## src/rtl/motor_pkg.sv

```systemverilog
// Shared constants for the motor input conditioning block and its controller bench.
package motor_pkg;

  localparam int unsigned DEBOUNCE_CYCLES_DEF = 50000;
  localparam int unsigned SYNC_STAGES_DEF     = 2;

  // Debounce counter width; a 1-bit floor keeps tiny debounce settings legal.
  function automatic int unsigned cnt_width(input int unsigned n);
    return (n <= 2) ? 1 : $clog2(n);
  endfunction

endpackage

```

## src/rtl/debounce_chan.sv

```systemverilog
// One conditioning channel: multi-flop synchronizer followed by a
// consecutive-stable-cycle debouncer holding the clean level.
module debounce_chan
  import motor_pkg::*;
#(
  parameter int unsigned SYNC_STAGES     = SYNC_STAGES_DEF,
  parameter int unsigned DEBOUNCE_CYCLES = DEBOUNCE_CYCLES_DEF
) (
  input  logic clk,
  input  logic rst_n,
  input  logic raw_i,
  output logic clean_o
);

  localparam int unsigned     CW       = cnt_width(DEBOUNCE_CYCLES);
  localparam logic [CW-1:0]   CNT_LAST = CW'(DEBOUNCE_CYCLES - 1);

  logic [SYNC_STAGES-1:0] sync_q;
  logic                   synced;
  logic [CW-1:0]          cnt_q, cnt_d;
  logic                   clean_q, clean_d;

  always_ff @(posedge clk or negedge rst_n) begin
    if (!rst_n) begin
      sync_q <= '0;
    end else begin
      sync_q <= {sync_q[SYNC_STAGES-2:0], raw_i};
    end
  end

  assign synced = sync_q[SYNC_STAGES-1];

  // Any cycle of agreement drops the count back to zero; the last differing
  // cycle flips the clean level and clears the count together.
  always_comb begin
    cnt_d   = '0;
    clean_d = clean_q;
    if (synced != clean_q) begin
      if (cnt_q == CNT_LAST) begin
        clean_d = synced;
      end else begin
        cnt_d = cnt_q + 1'b1;
      end
    end
  end

  always_ff @(posedge clk or negedge rst_n) begin
    if (!rst_n) begin
      cnt_q   <= '0;
      clean_q <= 1'b0;
    end else begin
      cnt_q   <= cnt_d;
      clean_q <= clean_d;
    end
  end

  assign clean_o = clean_q;

endmodule

```

## src/rtl/motor_input_cond.sv

```systemverilog
// Conditions the push-button and both limit switches, producing a one-shot
// activate request that is suppressed while both limits report active.
module motor_input_cond
  import motor_pkg::*;
#(
  parameter int unsigned SYNC_STAGES     = SYNC_STAGES_DEF,
  parameter int unsigned DEBOUNCE_CYCLES = DEBOUNCE_CYCLES_DEF
) (
  input  logic clk,
  input  logic rst_n,
  input  logic btn_raw,
  input  logic up_limit_raw,
  input  logic dn_limit_raw,
  output logic activate,
  output logic up_limit,
  output logic dn_limit,
  output logic limit_fault
);

  logic btn_clean, up_clean, dn_clean;
  logic act_q, act_d;
  logic btn_prev_q;
  logic fault_q, fault_d;

  debounce_chan #(.SYNC_STAGES(SYNC_STAGES), .DEBOUNCE_CYCLES(DEBOUNCE_CYCLES)) u_btn (
    .clk(clk), .rst_n(rst_n), .raw_i(btn_raw), .clean_o(btn_clean)
  );

  debounce_chan #(.SYNC_STAGES(SYNC_STAGES), .DEBOUNCE_CYCLES(DEBOUNCE_CYCLES)) u_up (
    .clk(clk), .rst_n(rst_n), .raw_i(up_limit_raw), .clean_o(up_clean)
  );

  debounce_chan #(.SYNC_STAGES(SYNC_STAGES), .DEBOUNCE_CYCLES(DEBOUNCE_CYCLES)) u_dn (
    .clk(clk), .rst_n(rst_n), .raw_i(dn_limit_raw), .clean_o(dn_clean)
  );

  // A press landing while the fault is held or just rising is dropped outright;
  // btn_prev_q still tracks it, so no late pulse follows when the fault clears.
  always_comb begin
    fault_d = up_clean & dn_clean;
    act_d   = btn_clean & ~btn_prev_q & ~(fault_q | fault_d);
  end

  always_ff @(posedge clk or negedge rst_n) begin
    if (!rst_n) begin
      act_q      <= 1'b0;
      btn_prev_q <= 1'b0;
      fault_q    <= 1'b0;
    end else begin
      act_q      <= act_d;
      btn_prev_q <= btn_clean;
      fault_q    <= fault_d;
    end
  end

  assign activate    = act_q;
  assign up_limit    = up_clean;
  assign dn_limit    = dn_clean;
  assign limit_fault = fault_q;

endmodule

```

## config.mk

```make
export PLATFORM = sky130hd
export DESIGN_NAME = motor_input_cond
export DESIGN_NICKNAME = d
export VERILOG_FILES = /design/src/rtl/motor_pkg.sv /design/src/rtl/debounce_chan.sv /design/src/rtl/motor_input_cond.sv
export SDC_FILE = /design/constraint.sdc
export NUM_CORES = 1
export LEC_CHECK = 0
export BUFFER_PORTS_ARGS = -buffer_cell sky130_fd_sc_hd__buf_2
export CORE_ASPECT_RATIO = 1.4
export CORE_MARGIN = 4
export CORE_UTILIZATION = 60
export CTS_BUF_LIST = sky130_fd_sc_hd__clkbuf_8 sky130_fd_sc_hd__clkbuf_16
export DETAILED_ROUTE_END_ITERATION = 7
export PLACE_DENSITY_LB_ADDON = 0.25
export SETUP_SLACK_MARGIN = 0.5
export SLEW_MARGIN = 30
export SYNTH_ARGS = -nofsm -noshare
export SYNTH_HDL_FRONTEND = slang
export SYNTH_SLANG_ARGS = --single-unit
```

## constraint.sdc

```tcl
create_clock -name clk -period 5.1 [get_ports clk]
set_clock_uncertainty 0.1 [all_clocks]
set_input_delay 0.765 -clock clk [delete_from_list [all_inputs] [get_ports clk]]
set_output_delay 0.765 -clock clk [all_outputs]
set_load 0.05 [all_outputs]
```

==> run_results.csv <==
group,metric,value,unit
cells_and_area,final_area,0.003020,mm2
drt,vias_per_cell,5.574,
drt,drt_iter0_markers,83,
grt,use_met1,0.2448,
synth,synth.net_count,267,
timing,rsz0062_at_grt,"no",
floorplan,start_util,0.6292,
timing,fmax,482.2,MHz
clock_tree,tritoncts,"yes",
timing,post-route-min-period,2074,ps
clock_tree,cts_setup_buffers,0,
flow_run,max-cap-violations,0,
floorplan,dieHeight,87.54,um
floorplan,dieArea,0.005674,mm2
timing,finalCritPeriodShare,0.4067,
clock_tree,clockBufferDepth,2,
synth,ys_ff_latch,60,
drt,drtAntennaViolNets,0,
floorplan,row_count,28,
drt,wl_per_cell,14.40,um
worst_setup_path,crit_type,"flop to flop",
power_and_ir_drop,vdd_drop_max,269.7,uV
timing,setup_viol,0,
hold_path,hold_class,"flop to flop",
timing,relSlewSlack,0.4320,
grt,antenna_found_initial,0,
grt,grt_max_degree,61,
cells_and_area,drive_gt1_frac,0.1036,
worst_setup_path,cp_max_fo,16,
drt,num_vias,1895,
placement,placed_area,0.002809,mm2
synth,synth_ff_type,"dfrtp_1",
power_and_ir_drop,p_per_area,318.9,mW/mm2
synth,synth_top_area_cell,"dfrtp_1",
timing,timing.final.hold_violations,0,
grt,met3_usage,0.05392,
grt,met2_usage,0.3482,
cells_and_area,n_antenna_cell,0,
timing,fin_setup_tns,0,ps
timing,worst_pin_slew,849.1,ps
clock_tree,cts_sinks,60,
power_and_ir_drop,p_leak,1.227,nW
synth,synth.most_common_cell,"dfrtp_1",
worst_setup_path,cp.required,5180,ps
floorplan,fp.dieW,64.82,um
clock_tree,ctsResizeCount,0,
clock_tree,cts-hold-fix-buffers,0,
floorplan,core,0.004309,mm2
synth,netlist_top_cells_count,"dfrtp_1, nor2_1, xnor2_1, nand3_1",
floorplan,pin_count,9,
synth,synth_edf_count,0,
timing,slew_violations,0,
clock_tree,h-tree-depth,3,
synth,synthDistinctLibCells,21,
synth,synth.top_cell.area_share,0.5538,
clock_tree,numCtsBuffers,9,
cells_and_area,area_growth,11.40,%
cells_and_area,fin_nets,283,
synth,ys.warnings.count,0,
placement,gp_congestion,0.8124,
grt,top_usage_layer,"met2",
grt,grt_pass1_wl,8983,um
drt,dr.pass1.iters,4,
drt,routed_wirelength,4896,um
worst_setup_path,worstPathArrival,2160,ps
placement,hpwl,3197,um
synth,synth_area,0.002711,mm2
drt,drcViolationCount,0,
cells_and_area,nFillCells,315,
synth,synthCells,259,
grt,overflow,0,
clock_tree,clock_tree.root_cell,"clkbuf_8",
synth,synth_area_leaders,"dfrtp_1, xnor2_1, nor2_1, nor4_1, nand3_1",
status,outcome,"completed",
clock_tree,clk_pin_slew,70,ps
synth,synth.avg_cell_area,10.47,um2
placement,portBuffers,8,
worst_setup_path,startpoint_type,"flop",
synth,ys_seq_area_frac,0.5538,
clock_tree,clk_latency,340,ps
grt,grt_pass1_vias,2028,
synth,synthArstFlopShare,1.000,
worst_setup_path,cp-end-kind,"flop",
timing,timing.hold.ws,251.7,ps
grt,grt.total_usage,0.2096,
[registers in the layout, indices dropped and copies added, names as in the netlist, 2 cells and up]
register and cells:
u_btn.sync_q 2, u_dn.cnt_q 16, u_btn.cnt_q 16, u_up.cnt_q 16
u_dn.sync_q 2, u_up.sync_q 2
[placed cells by master, fill, tap and decap left out, types with 3 or more instances in the layout]
master	count
clkbuf_8	11
nand3_1	17
nor4b_1	3
ha_1	3
nor4bb_1	4
dfrtp_1	60
and3_1	3
mux2_2	3
xor2_1	8
nor3_1	11
nand4_1	12
buf_2	8
nor4_1	14
xnor2_1	37
clkinvlp_4	4
nand2_1	14
nor2_1	56
inv_1	7
[critical path, stage by stage (launching register included)]
cell and delay [ps]:
dfrtp_1 420, nor4_1 280, nand3_1 170, o41ai_4 830, nor2_1 120
[cell families (layout without fill, tap and decap cells)]
group                    count (synthesis)  count (layout)  share of synthesized area
XOR/XNOR                                45              45                     0.1454
AO/OA/AOI/OAI                            1               1                    0.01015
adder cells (fa/ha/maj)                  3               3                    0.01385
buffers and inverters                   11              32                    0.01892
multiplexers                             3               3                    0.01246
flip-flops                              60              60                     0.5538
AND/OR/NAND/NOR                        136             136                     0.2455
[metal layers]
| metal | vias up | part of all wire |
|---|---|---|
| li1 | 918 | - |
| met1 | 940 | 0.43 |
| met2 | 26 | 0.52 |
| met3 | 11 | 0.021 |
| met4 | 0 | 0.024 |
| met5 | - | 0 |
[through the flow]
step	power, mW	worst slack (ps)	util	cells
finish	0.9631	3026	0.7009	340
global route	1.001	2836	0.7009	340
CTS	0.9729	2982	0.7009	340
detailed placement	0.5292	2995	0.6519	324
global placement	0.5278	3046	0.6519	324
floorplan	0.5145	3364	-	259
[report_power, final]
part	switching (mW)	total [mW]	internal (mW)
logic	0.0201	0.0286	0.00848
registers	0.00799	0.492	0.484
clock network	0.191	0.443	0.252
total	0.219	0.963	0.744
[layout make-up]
cell class,count,area [um2],area share
flip-flops and latches,60,1501,0.4971
multi-input cells,188,1159,0.3836
clock buffers,11,151.4,0.05012
well taps,60,75.07,0.02485
clock inverters,5,60.06,0.01988
repair buffers,9,47.55,0.01574
inverters,7,26.28,0.008699
[worst paths after layout]
kind	startpoint	to	slack [ps]	depth (start not counted)
setup / recovery	u_btn.cnt_q[12]	u_btn.cnt_q[13]	3030	4
hold / removal	u_btn.sync_q[0]	u_btn.sync_q[1]	250	0
setup reg to reg	u_btn.cnt_q[12]	u_btn.cnt_q[13]	3030	4
hold reg to reg	u_btn.sync_q[0]	u_btn.sync_q[1]	250	0
max in group asynchronous	rst_n	u_dn.cnt_q[10]	3940	2
min in group asynchronous	rst_n	u_up.cnt_q[5]	470	2
No activity file was read; power rests on OpenSTA's default activity.
